`config.mk`:
```
export PLATFORM = sky130hd
export DESIGN_NAME = anim_scheduler
export DESIGN_NICKNAME = d
export VERILOG_FILES = /design/src/rtl/anim_pkg.sv /design/src/rtl/rr_arbiter3.sv /design/src/rtl/anim_scheduler.sv
export SDC_FILE = /design/constraint.sdc
export NUM_CORES = 1
export LEC_CHECK = 0
export CORE_MARGIN = 2
export CORE_UTILIZATION = 29
export CTS_CLUSTER_SIZE = 14
export DETAILED_ROUTE_END_ITERATION = 6
export GPL_TIMING_DRIVEN = 1
export HOLD_SLACK_MARGIN = 0.08
export SKIP_LAST_GASP = 1
export SLEW_MARGIN = 30
export SYNTH_ARGS = -nofsm -noshare
export SYNTH_HDL_FRONTEND = slang
export SYNTH_SLANG_ARGS = --single-unit
```
`constraint.sdc`:
```
create_clock -name clk1hz -period 3.8 [get_ports clk1hz]
set_input_delay 0.76 -clock clk1hz [delete_from_list [all_inputs] [get_ports clk1hz]]
set_output_delay 0.76 -clock clk1hz [all_outputs]
set_load 0.01 [all_outputs]
```
`src/rtl/anim_pkg.sv`:
```
// Shared ids, mode codes, frame codes and FSM states for the animation scheduler.
package anim_pkg;

  localparam logic [1:0] ID_CAT   = 2'b00;
  localparam logic [1:0] ID_DOG   = 2'b01;
  localparam logic [1:0] ID_MOUSE = 2'b10;

  localparam logic [3:0] MODE_IDLE = 4'b1100;

  localparam logic [1:0] F0 = 2'b00;
  localparam logic [1:0] F1 = 2'b01;
  localparam logic [1:0] F2 = 2'b10;
  localparam logic [1:0] F3 = 2'b11;

  typedef enum logic [1:0] {IDLE, PLAY, HOME} state_t;

  // Round-robin successor: cat -> dog -> mouse -> cat.
  function automatic logic [1:0] next_id(input logic [1:0] id);
    case (id)
      ID_CAT:  return ID_DOG;
      ID_DOG:  return ID_MOUSE;
      default: return ID_CAT;
    endcase
  endfunction

endpackage

```
`src/rtl/rr_arbiter3.sv`:
```
// Combinational 3-way round-robin pick starting after the last granted id.
// Latency 0; no backpressure, winner is zero when cand is zero.
module rr_arbiter3
  import anim_pkg::*;
(
  input  logic [2:0] cand,
  input  logic [1:0] last,
  output logic [2:0] win,
  output logic [1:0] win_id
);

  logic [1:0] c0, c1, c2;

  always_comb begin
    c0     = next_id(last);
    c1     = next_id(c0);
    c2     = next_id(c1);
    win_id = c0;
    // Lowest priority first so the highest-priority hit is assigned last.
    if (cand[c2]) win_id = c2;
    if (cand[c1]) win_id = c1;
    if (cand[c0]) win_id = c0;
    win = (|cand) ? (3'b001 << win_id) : 3'b000;
  end

endmodule

```
`src/rtl/anim_scheduler.sv`:
```
// Round-robin play scheduler driving the frame-pattern mode bus; req to first frame in 1 tick.
// No backpressure: requests are latched in pending and replayed; optional abort via ANIM_ABORT_EN.
module anim_scheduler
  import anim_pkg::*;
#(
  parameter int HOLD  = 1,
  parameter int LOOPS = 1
) (
  input  logic       clk1hz,
  input  logic       rst,
  input  logic [2:0] req,
`ifdef ANIM_ABORT_EN
  input  logic       abort,
`endif
  output logic [3:0] mode,
  output logic [2:0] grant,
  output logic       busy,
  output logic       done
);

  localparam int HW = $clog2(HOLD + 1);
  localparam int LW = $clog2(LOOPS + 1);
  localparam logic [HW-1:0] HOLD_LAST = HW'(HOLD - 1);
  localparam logic [LW-1:0] LOOP_LAST = LW'(LOOPS - 1);

  state_t          state;
  logic [1:0]      id, frame, last;
  logic [HW-1:0]   hold;
  logic [LW-1:0]   loop;
  logic [2:0]      pending, cand, win;
  logic [1:0]      win_id, frame_nxt;
  logic            abort_i, arb_go, grant_now;

`ifdef ANIM_ABORT_EN
  assign abort_i = abort;
`else
  assign abort_i = 1'b0;
`endif

  assign cand      = pending | req;
  assign arb_go    = (state == IDLE) || (state == HOME && loop == LOOP_LAST);
  assign grant_now = arb_go && (|cand);
  assign frame_nxt = frame + 2'd1;

  rr_arbiter3 u_arb (
    .cand   (cand),
    .last   (last),
    .win    (win),
    .win_id (win_id)
  );

  always_ff @(posedge clk1hz) begin
    if (!rst) begin
      state   <= IDLE;
      id      <= ID_CAT;
      frame   <= F0;
      last    <= ID_MOUSE;
      hold    <= '0;
      loop    <= '0;
      pending <= '0;
      mode    <= MODE_IDLE;
      grant   <= '0;
      busy    <= 1'b0;
      done    <= 1'b0;
    end else begin
      // A grant clears its own bit, absorbing a request on the same edge.
      pending <= cand & ~(grant_now ? win : 3'b000);
      done    <= 1'b0;
      if (arb_go) begin
        if (grant_now) begin
          state <= PLAY;
          id    <= win_id;
          last  <= win_id;
          frame <= F1;
          hold  <= '0;
          loop  <= '0;
          mode  <= {win_id, F1};
          grant <= win;
          busy  <= 1'b1;
        end else begin
          state <= IDLE;
          mode  <= MODE_IDLE;
          grant <= '0;
          busy  <= 1'b0;
        end
      end else if (state == HOME) begin
        loop  <= loop + 1'b1;
        state <= PLAY;
        frame <= F1;
        hold  <= '0;
        mode  <= {id, F1};
      end else begin
        hold <= hold + 1'b1;
        if (abort_i || hold == HOLD_LAST) begin
          hold <= '0;
          if (abort_i || frame == F3) begin
            state <= HOME;
            frame <= F0;
            mode  <= {id, F0};
            if (abort_i) loop <= LOOP_LAST;
            done  <= abort_i || (loop == LOOP_LAST);
          end else begin
            frame <= frame_nxt;
            mode  <= {id, frame_nxt};
          end
        end
      end
    end
  end

endmodule

```
# [Word-level counts from Yosys, hierarchy flattened]
# Cells that the tools add are included.
[totals] ff_bits=22 word_cells=82
[classes] addsub=3 n_lt_le_gt_ge=3 reduce_logical=15 shift=1 mux=36 eq_ne=7 n_bitwise=6
[ops] cell="2-bit two-way mux" n=13
[ops] cell="4-bit two-way mux" n=4
[ops] cell="2-bit case mux with 2 select lines" n=3
[ops] cell="1-bit two-way mux" n=11
[ops] cell="2-bit by 3-bit less-than comparator with 1-bit output, second input constant" n=3
[ops] cell="2-bit logical NOT" n=4
[ops] cell="2-bit AND reduction" n=4
[ops] cell="1-bit binary-select mux with 2-bit select" n=3
[ops] cell="2-bit by 1-bit == test with 1-bit output, second input constant" n=3
[ops] cell="3-bit two-way mux" n=2
[ops] cell="5-bit OR reduction" n=1
[ops] cell="2-bit == test, second input constant" n=2
[ops] cell="3-bit AND" n=1
[ops] cell="3-bit by 1-bit inequality test with 1-bit output, second input constant" n=1
[ops] cell="1-bit inverter" n=3
[ops] cell="3-bit inverter" n=1
[ops] cell="3-bit bitwise OR" n=1
[ops] cell="3-bit nonzero test" n=1
[ops] cell="3-bit OR reduction" n=1
[ops] cell="1-bit by 2-bit left shift with 3-bit output, first input constant" n=1
[ops] cell="1-bit adder, second input constant" n=2
[ops] cell="2-bit by 1-bit adder with 2-bit output, second input constant" n=1
[ops] cell="1-bit logical AND" n=2
[ops] cell="2-bit by 1-bit inequality test with 1-bit output, second input constant" n=1
[ops] cell="other kinds (2)" n=2

# [Longest topological paths before layout]
# Gate-level depths: netlist (run 1).
[logic_depth] depth_word=16 ltp_mapped=5 ltp_nobuf=4

# [Modules after synthesis]
# Synthesis (run 1) repeated with hierarchy kept, for this count alone.
[hier_totals] cells_unflattened=100 area_unflattened_um2=892.1
[by_module_without_submodules] mod="anim_scheduler" area_each_um2=802.0 instances=1 seq_area_each_um2=400.4 cells_per_inst=84
[by_module_without_submodules] mod="rr_arbiter3" area_each_um2=90.1 instances=1 seq_area_each_um2=0.0 cells_per_inst=16

# [Least setup slack after synthesis (run 1)]
# OpenSTA, ideal clock, no wires.
[synth_timing] path_type="input to register" from="input port req[0]" to="register mode[0]" slack_ps=1991 setup_ps=115 path_stages=4 arrival_ps=1695 required_time_ps=3685 n_path_buf=0 cell_sequence="or4_4 > nor2_4 > a21oi_2 > o21a_1"
[synth_between] elab_chain_len=5
[synth_lines] item="start, declared" line="anim_scheduler.sv:11" source="input logic [2:0] req,"
[synth_lines] item="3-bit bitwise OR" line="anim_scheduler.sv:40" source="assign cand = pending | req;"
[synth_lines] item="3-bit OR reduction" line="anim_scheduler.sv:42" source="assign grant_now = arb_go && (|cand);"
[synth_lines] item="1-bit logical AND" line="anim_scheduler.sv:42"
[synth_lines] item="4-bit two-way mux" line="anim_scheduler.sv:70" source="if (grant_now) begin"
[synth_lines] item="4-bit two-way mux" line="anim_scheduler.sv:69" source="if (arb_go) begin"
[synth_lines] item="end signal, assigned" line="anim_scheduler.sv:77" source="mode <= {win_id, F1};"
[synth_lines] item="end signal, assigned" line="anim_scheduler.sv:91" source="mode <= {id, F1};"
[synth_lines] item="end signal, assigned" line="anim_scheduler.sv:99" source="mode <= {id, F0};"
[synth_lines] item="end, declared" line="anim_scheduler.sv:15" source="output logic [3:0] mode,"
# No other way between the ends.
# A chain may end at the register's enable or synchronous reset.

# [Final worst setup path (run 1)]
[layout_timing] from="input port req[0]" to="register state[0]"
[layout_between] elab_chain_len=5
[layout_lines] item="3-bit bitwise OR" line="anim_scheduler.sv:40"
[layout_lines] item="3-bit OR reduction" line="anim_scheduler.sv:42"
[layout_lines] item="1-bit logical AND" line="anim_scheduler.sv:42"
[layout_lines] item="1-bit two-way mux" line="anim_scheduler.sv:70"
[layout_lines] item="2-bit two-way mux" line="anim_scheduler.sv:69"
[layout_lines] item="end signal, assigned" line="anim_scheduler.sv:54" source="state <= IDLE;"
[layout_lines] item="end signal, assigned" line="anim_scheduler.sv:71" source="state <= PLAY;"
[layout_lines] item="end signal, assigned" line="anim_scheduler.sv:81" source="state <= IDLE;"
[layout_lines] item="end, declared" line="anim_scheduler.sv:26" source="state_t state;"
# No other way between the ends.

==> results of run 1 <==
## registers in the layout, summed over array words and instances, names as in the netlist
register / count
mode: 4
loop: 1
done: 1
frame: 2
id: 2
state: 2
busy: 1
last: 1
pending: 3
grant: 3
## layer usage
| layer | GRT usage | vias to the layer above |
|---|---|---|
| met5 | 0 | - |
| met4 | 0.0299 | 0 |
| met2 | 0.166 | 12 |
| met3 | 0.0408 | 2 |
| met1 | 0.126 | 322 |
| li1 | - | 343 |
## area by class of cell
| type | instances | share of cell area |
|---|---|---|
| Timing Repair Buffer | 13 | 0.128 |
| Tap cell | 31 | 0.0383 |
| Sequential cell | 20 | 0.395 |
| Multi-Input combinational cell | 66 | 0.386 |
| Clock buffer | 3 | 0.0222 |
| Clock inverter | 1 | 0.0296 |
## worst max-delay path by stage
stage	from	end	slack, ns	cells after the start
final	req[0]	state[0]$_SDFFE_PN0P_	1.75	5
after detailed placement	req[0]	state[0]$_SDFFE_PN0P_	1.42	5
after CTS	req[0]	state[0]$_SDFFE_PN0P_	1.76	5
after global placement	req[0]	state[0]$_SDFFE_PN0P_	1.44	5
after floorplan	req[0]	mode[0]$_SDFF_PN0_	1.99	4
after global routing	req[0]	state[0]$_SDFFE_PN0P_	1.71	5
## worst reg2reg max path: stages, from the launching register on
cell and delay (ns):
dfxtp_1 0.40, a21oi_1 0.72, mux2i_1 0.17, nor2_1 0.12
o21ai_0 0.07
## cell usage in the layout (no fill, tap or decap), types with 2 or more instances in the layout
cell type	n
a21oi_1	10
a21oi_2	2
a32o_1	2
and3_1	2
clkbuf_4	3
clkdlybuf4s50_1	13
dfxtp_1	20
nand2_1	7
nor2_1	14
nor3_1	2
nor3b_1	4
o21a_1	3
o21ai_0	7
## logic make-up after synthesis
group,count (synthesis)
buffers and inverters,4
flip-flops,20
AO/OA/AOI/OAI,30
adder cells (fa/ha/maj),1
AND/OR/NAND/NOR,34
multiplexers,1
## power by group through the flow
stage / Combinational (W) / Clock (W) / Sequential [W]
2_1_floorplan: 0.0000463 / 0 / 0.000241
3_5_place_dp: 0.0000713 / 0 / 0.000242
5_1_grt: 0.0000790 / 0.000188 / 0.000240
3_3_place_gp: 0.0000706 / 0 / 0.000242
6_report: 0.0000710 / 0.000174 / 0.000237
4_1_cts: 0.0000716 / 0.000180 / 0.000237
## stage by stage
step / cells / total power, W / hold WS, ns / cell area [µm²] / util
final: 134 / 0.000482 / 0.466 / 1010 / 0.374
after global routing: 134 / 0.000507 / 0.505 / 1010 / 0.374
after CTS: 134 / 0.000488 / 0.473 / 1010 / 0.374
after detailed placement: 130 / 0.000313 / 0.455 / 961 / 0.355
after global placement: 130 / 0.000312 / 0.453 / 961 / 0.355
after floorplan: 90 / 0.000287 / 0.462 / 816 / -
==> impl_metrics.ini, run 1 <==
[clocking]
clock-sinks = 20
clk_latency_ns = 0.30
post-cts-setup-buffers = 0
cts_resized = 0
ctsHtreeMaxLevel = 1
path_clk_slew_ns = 0.12
cts_hold_repair.buffers = 0
cts_tree = done
clockBufferDepth = 2
clock-root-buffer = clkbuf_4
numCtsBuffers = 3

[synthesis]
synth_xor_area_frac = 0
synthFlopType = dfxtp_1
synthCells = 90
synth-compound-area-share = 0.242
synth_fa_ha_area_frac = 0.0153
yosysSeqAreaShare = 0.491
synth-async-reset-ratio = 0
syn_nets = 96
yosys_warnings = 0
synth_top_family_by_area = compound AO/OA/AOI/OAI gates
post-synth-top-count-cell = dfxtp_1
synth_area_leaders = dfxtp_1 49%, nor2_1 6.4%, a21oi_1 6.1%, o21ai_0 4.3%, nor3b_1 3.7%
synth-seq-cells = 20
synth.distinct_cells = 27
synthSimpleGateAreaFrac = 0.210
yosys.area.top_type = dfxtp_1
synth.area.mux_share = 0.0123
synth_edf_count = 0
synth_area_um2 = 816
synth_common_cells = 20 x dfxtp_1, 14 x nor2_1, 10 x a21oi_1, 7 x nand2_1, 7 x o21ai_0
synth_top_area_frac = 0.491
avgSynthCellArea_um2 = 9.06

[drt]
highest_layer = met4
met3_length_um = 74
route.met2.wl_um = 725
routed_wl_mm = 1.53
drtIter0Drc = 11
vias = 679
avgViaCountPerCell = 5.07
firstDrtPassIters = 4
final_antenna_net_count = 0
drt-met1-wl_um = 717
drc = 0
avgRoutedWirePerCell_um = 11.4

[timing]
fin_crit_sh = 0.539
worst_pin_slew_ns = 0.897
fmax_mhz = 488
relSlewSlack = 0.402
worst_slack_ns = 1.75
hold_viol = 0
rsz0062_at_grt = no
maxSlewViolCount = 0
finalSetupViolations = 0
finClkSkew_ns = 0.00828
period_needed_ns = 2.05
finalSetupTns_ns = 0

[placed_design]
place_hpwl_mm = 1.09
place_ws_ns = 1.42
place.port_buffers = 13
place.gp.congestion = 0.784

[hold_path]
hold_end = grant[2]$_SDFFE_PN0P_
hold_path_depth = 2
hold_class = reg2reg
min_from = grant[2]$_SDFFE_PN0P_

[worst_setup_path]
arrival_ns = 2.26
timing.rr.start = state[0]$_SDFFE_PN0P_
r2r_end = last[1]$_SDFFE_PN1P_
crit_path_max_fanout = 4
cp-start-kind = primary input
r2r_setup_slack_ns = 2.17
critPathRequiredTime_ns = 4.01
path_cells = clkdlybuf4s50_1 -> or4_4 -> nor2_4 -> nand2_1 -> and3_1
cp_num_buf_inv = 1
path_class = in2reg
cp_slowest_stage_delay_ns = 0.58
slowest_stage = or4_4
cpLargestDelayFamily = simple AND/OR/NAND/NOR gates
r2r_cells = 4
cp-end-kind = flip-flop

[final_layout]
fillCellCount = 297
syn_to_final_growth_pct = 24.2
regArea_um2 = 400
final_nets = 110
drive_gt1_frac = 0.0971
n_antenna_cell = 0
multi_input_area_um2 = 392

[status]
status = finished clean

[power]
ir_drop_uv = 332
power.leakage_nw = 0.394
p_per_area_nw_per_um2 = 476
seq_power_share = 0.492
p_clk_frac = 0.361
power_switching_w = 0.000114
pwr-share-comb = 0.147
p_int_w = 0.000368
swShare = 0.237

[grt]
antenna_found_initial = 0
grt_max_degree = 20
grt_pass1_wl_mm = 2.60
grt_pass1_vias = 575
grt_usage = 0.102
globalRoute.totalOverflow = 0

[floorplanning]
boundaryPins = 14
die-area_um2 = 3250
initial_utilization = 0.301
rows = 19
die_height_um = 57.0
core-area_um2 = 2710
die_x_um = 57.0

[flow_run]
timing.max_cap.violations = 0
No activity file was read; power rests on OpenSTA's default activity.
==> run 2: changes to the inputs <==
clock period = 1.85 ns   (was 3.8 ns; I/O delays follow)
==> run 2 against run 1 <==
Effect of this change: core utilization increased by 0.28 points; power grew 74%; critical path depth is the same.
==> impl_metrics.ini, run 2 (same netlist as run 1, synthesis figures left out) <==
[status]
status = finished clean

[power]
power.leakage_nw = 0.404
p_int_w = 0.000619
swShare = 0.263
ir_drop_uv = 504
p_per_area_nw_per_um2 = 823
pwr-share-comb = 0.185
p_clk_frac = 0.236
seq_power_share = 0.580
power_w = 0.000840
power_switching_w = 0.000221

[worst_setup_path]
path_class = in2reg
cp_slowest_stage_delay_ns = 0.57
slowest_stage = or4_4
cp-end-kind = flip-flop
cp-start-kind = primary input
crit_path_max_fanout = 4
cpLargestDelayFamily = simple AND/OR/NAND/NOR gates
arrival_ns = 1.80
path_cells = clkdlybuf4s50_1 -> or4_4 -> nor2_4 -> a21oi_2 -> o21a_1
cp_num_buf_inv = 1
critPathRequiredTime_ns = 2.05

[clocking]
post-cts-setup-buffers = 0
cts_hold_repair.buffers = 0
clock-root-buffer = clkbuf_4
ctsHtreeMaxLevel = 1
cts_tree = done
numCtsBuffers = 3
clk_latency_ns = 0.29
clockBufferDepth = 2
cts_resized = 0
path_clk_slew_ns = 0.10
clock-sinks = 20

[timing]
fin_crit_sh = 0.865
finClkSkew_ns = 0.00117
relSlewSlack = 0.751
maxSlewViolCount = 0
period_needed_ns = 1.60
hold_viol = 0
worst_pin_slew_ns = 0.373
rsz0062_at_grt = no
finalSetupTns_ns = 0
fmax_mhz = 625
finalSetupViolations = 0
hold_ws_ns = 0.462

[final_layout]
drive_gt1_frac = 0.131
final_nets = 115
layout_commonest_cell = dfxtp_1
fin_util = 0.377
final_cell_mix = 20 x dfxtp_1, 14 x nor2_1, 13 x clkdlybuf4s50_1, 10 x a21oi_1
n_antenna_cell = 0
syn_to_final_growth_pct = 25.2
largest_reg_flops = 4
regMostFlops = mode
largestRegisters = mode x4, grant x3, pending x3

[grt]
globalRoute.totalOverflow = 0
top_usage_layer = met2
grt_max_degree = 12
antenna_found_initial = 0
grt_usage = 0.111
grt_pass1_wl_mm = 2.82
grt_use_met2 = 0.189
use_met3 = 0.0454
grt_pass1_vias = 685
grt_use_met1 = 0.130

[drt]
drc = 0
vias = 700
avgRoutedWirePerCell_um = 11.7
drtIter0Drc = 8
avgViaCountPerCell = 5.07
routed_wl_mm = 1.61
final_antenna_net_count = 0
firstDrtPassIters = 4

[floorplanning]
die-area_um2 = 3250
die_height_um = 57.0
rows = 19
die_x_um = 57.0
initial_utilization = 0.301
core-area_um2 = 2710
boundaryPins = 14

[flow_run]
timing.max_cap.violations = 0

[hold_path]
hold_class = reg2reg

[placed_design]
place_hpwl_mm = 1.18
place.gp.congestion = 0.746
place.port_buffers = 13
## run 2: changes by cell type in the layout (fill, tap and decap cells not counted)
cell       before  now
buf_4           0    5
bufinv_16       1    0
## run 2: tightest hold or removal path, cell delays in order, from the launching register on
cell	delay [ns]
dfxtp_1	0.32
nand2_1	0.05
a21boi_1	0.05
## run 2: final timing paths
| check | endpoint | slack, ns | depth (start not counted) | from |
|---|---|---|---|---|
| setup / recovery | mode[0]$_SDFF_PN0_ | 0.25 | 5 | req[0] |
| hold reg to reg | grant[2]$_SDFFE_PN0P_ | 0.46 | 2 | grant[2]$_SDFFE_PN0P_ |
| hold / removal | grant[2]$_SDFFE_PN0P_ | 0.46 | 2 | grant[2]$_SDFFE_PN0P_ |
| setup reg to reg | mode[0]$_SDFF_PN0_ | 0.42 | 4 | pending[0]$_SDFF_PN0_ |
## run 2: metal layers
metal / wire length (µm) / up-vias
li1: - / 359
met1: 728 / 325
met2: 777 / 14
met3: 92 / 2
met4: 13 / 0
met5: 0 / -
## run 2: final cells by class
class                   instances  area, µm²
clock buffers                   3       22.5
flip-flops and latches         20        400
multi-input cells              66        392
repair buffers                 18        168
well taps                      31       38.8
fillers                       301       1690
## run 2: per-stage QoR
step                      worst slack [ns]  cell area, µm²  cells
after global routing                 0.215            1020    138
final                                0.251            1020    138
after global placement             -0.0519             998    135
after floorplan                      0.431             816     90
after detailed placement           -0.0793             998    135
after CTS                            0.249            1020    138
## run 2: power by group through the flow
| stage | registers (W) | clock network [W] | logic (W) |
|---|---|---|---|
| 3_5_place_dp | 0.000497 | 0 | 0.000156 |
| 5_1_grt | 0.000492 | 0.000226 | 0.000174 |
| 2_1_floorplan | 0.000495 | 0 | 0.0000951 |
| 3_3_place_gp | 0.000496 | 0 | 0.000154 |
| 4_1_cts | 0.000487 | 0.000212 | 0.000157 |
| 6_report | 0.000487 | 0.000198 | 0.000155 |
==> run 3: changes to the inputs <==
SYNTH_HIERARCHICAL = 1   (was unset)
==> run 3 against run 2 <==
Effect of this change: worst hold slack about the same; critical endpoint is now id[1]$_SDFFE_PN0P_; first-iteration DRC count rose to 3.9 times the previous value; clock power hardly changed; global-route usage up 1.1 points; count of clock-buffer cells in the layout stayed put; synthesized area rose by 9.4%; largest cell class is now multi-input gates.
==> impl_metrics.ini, run 3 <==
[grt]
grt_pass1_wl_mm = 3.24
antenna_found_initial = 0
grt_pass1_vias = 720
grt_usage = 0.122
globalRoute.totalOverflow = 0
grt_max_degree = 12

[synthesis]
synth_edf_count = 0
yosysSeqAreaShare = 0.449
yosys_warnings = 6
synthCells = 100
synth-async-reset-ratio = 0
synth_area_leaders = dfxtp_1 45%, nor2_1 5.5%, nand2_1 4.6%, o211ai_1 4.2%, a21oi_1 3.4%
synth-compound-area-share = 0.269
yosys.area.top_type = dfxtp_1
synth_fa_ha_area_frac = 0.0140
synth_top_family_by_area = compound AO/OA/AOI/OAI gates
synthFlopType = dfxtp_1
synth_area_um2 = 892
synth_common_cells = 20 x dfxtp_1, 13 x nor2_1, 11 x nand2_1, 6 x a21oi_1, 6 x o21ai_0
post-synth-top-count-cell = dfxtp_1
avgSynthCellArea_um2 = 8.92
synthSimpleGateAreaFrac = 0.195
synth.distinct_cells = 34
synth_top_area_frac = 0.449
synth.area.mux_share = 0.0224
synth-seq-cells = 20
syn_nets = 106
synth_xor_area_frac = 0

[clocking]
path_clk_slew_ns = 0.10
cts_tree = done
clock-root-buffer = clkbuf_4
clk_latency_ns = 0.29
numCtsBuffers = 3
ctsHtreeMaxLevel = 1
cts_resized = 0
clockBufferDepth = 2
clock-sinks = 20
post-cts-setup-buffers = 0
cts_hold_repair.buffers = 0

[drt]
routed_wl_mm = 1.87
firstDrtPassIters = 4
avgRoutedWirePerCell_um = 12.4
avgViaCountPerCell = 5.23
vias = 789
final_antenna_net_count = 0
drtIter0Drc = 31
drc = 0

[status]
status = finished clean

[power]
ir_drop_uv = 385
power_w = 0.000863
power.leakage_nw = 0.454
p_per_area_nw_per_um2 = 779

[timing]
period_needed_ns = 1.64
finClkSkew_ns = 0.00260
finalSetupViolations = 0
fin_crit_sh = 0.885
finalSetupTns_ns = 0
hold_viol = 0
worst_pin_slew_ns = 0.503
fmax_mhz = 610
rsz0062_at_grt = no
relSlewSlack = 0.665
maxSlewViolCount = 0

[floorplanning]
die_x_um = 59.5
boundaryPins = 14
die_height_um = 59.5
core-area_um2 = 2980
rows = 20
initial_utilization = 0.300
die-area_um2 = 3540

[worst_setup_path]
critPathRequiredTime_ns = 2.08
cp-end-kind = flip-flop
crit_path_max_fanout = 4
arrival_ns = 1.87
cp_common_cell = nand2_1
slowest_stage = clkdlybuf4s50_1
cp-start-kind = primary input
path_cells = clkdlybuf4s50_1 -> or2_2 -> nor2_1 -> o21ai_0 -> nand2_1 -> buf_4 -> nand2_1 -> mux2i_1
cp_slowest_stage_delay_ns = 0.42
path_class = in2reg

[placed_design]
place.gp.congestion = 0.804
place.port_buffers = 13
place_hpwl_mm = 1.38

[final_layout]
regArea_um2 = 400
syn_to_final_growth_pct = 24.3
fin_util = 0.372
largest_reg_flops = 4
regMostFlops = mode
drive_gt1_frac = 0.153
multi_input_area_um2 = 447
n_antenna_cell = 0
layout_commonest_cell = dfxtp_1
final_cell_mix = 20 x dfxtp_1, 13 x nor2_1, 13 x clkdlybuf4s50_1, 11 x nand2_1, 7 x buf_4
fillCellCount = 309
largestRegisters = mode x4, grant x3, pending x3
final_nets = 126

[hold_path]
hold_class = reg2reg

[flow_run]
timing.max_cap.violations = 0
-- run 3: worst paths after layout --
| path | startpoint | to | slack, ns | depth (start not counted) |
|---|---|---|---|---|
| max | req[0] | id[1]$_SDFFE_PN0P_ | 0.21 | 8 |
| min | id[1]$_SDFFE_PN0P_ | id[1]$_SDFFE_PN0P_ | 0.46 | 2 |
| max reg2reg | pending[0]$_SDFF_PN0_ | id[1]$_SDFFE_PN0P_ | 0.41 | 7 |
| min reg2reg | id[1]$_SDFFE_PN0P_ | id[1]$_SDFFE_PN0P_ | 0.46 | 2 |
-- run 3: metal layers --
metal	share of wire	vias up	GRT usage
met5	0	-	0
met4	0.011	0	0.0455
met3	0.078	2	0.0459
met2	0.45	36	0.174
met1	0.46	359	0.167
li1	-	392	-
-- run 3: kinds of logic (layout without fill, tap and decap cells) --
family	Yosys count	count (layout)
muxes	2	2
adders and majority gates	1	1
AOI/OAI and AO/OA	33	33
buffers and inverters	9	27
and+or+nand+nor	35	35
DFF	20	20
-- run 3: layout make-up --
cell class	instances	share of cell area
multi-input combinational	71	0.403
sequential	20	0.361
timing repair buffer	20	0.165
tap	33	0.0372
clock buffer	3	0.0203
inverter	4	0.0135
-- run 3: through the flow --
stage	hold slack, ns	setup slack (ns)	instances	instance area [µm²]
after global placement	0.444	-0.0342	148	1090
after global routing	0.490	0.114	151	1110
final	0.461	0.212	151	1110
after detailed placement	0.447	-0.0619	148	1090
after floorplan	0.435	0.402	100	892
after CTS	0.465	0.258	151	1110
-- run 3: power breakdown --
| group | total [W] | internal, W | switching, W |
|---|---|---|---|
| logic | 0.000185 | 0.0000903 | 0.0000951 |
| registers | 0.000482 | 0.000461 | 0.0000206 |
| clock network | 0.000196 | 0.0000758 | 0.000120 |
-- run 3: worst max-delay path: cells and delay by family --
family | cells | cell delay, ns
buf+inv | 2 | 0.54
simple gates | 4 | 0.73
compound gates | 1 | 0.12
mux | 1 | 0.11
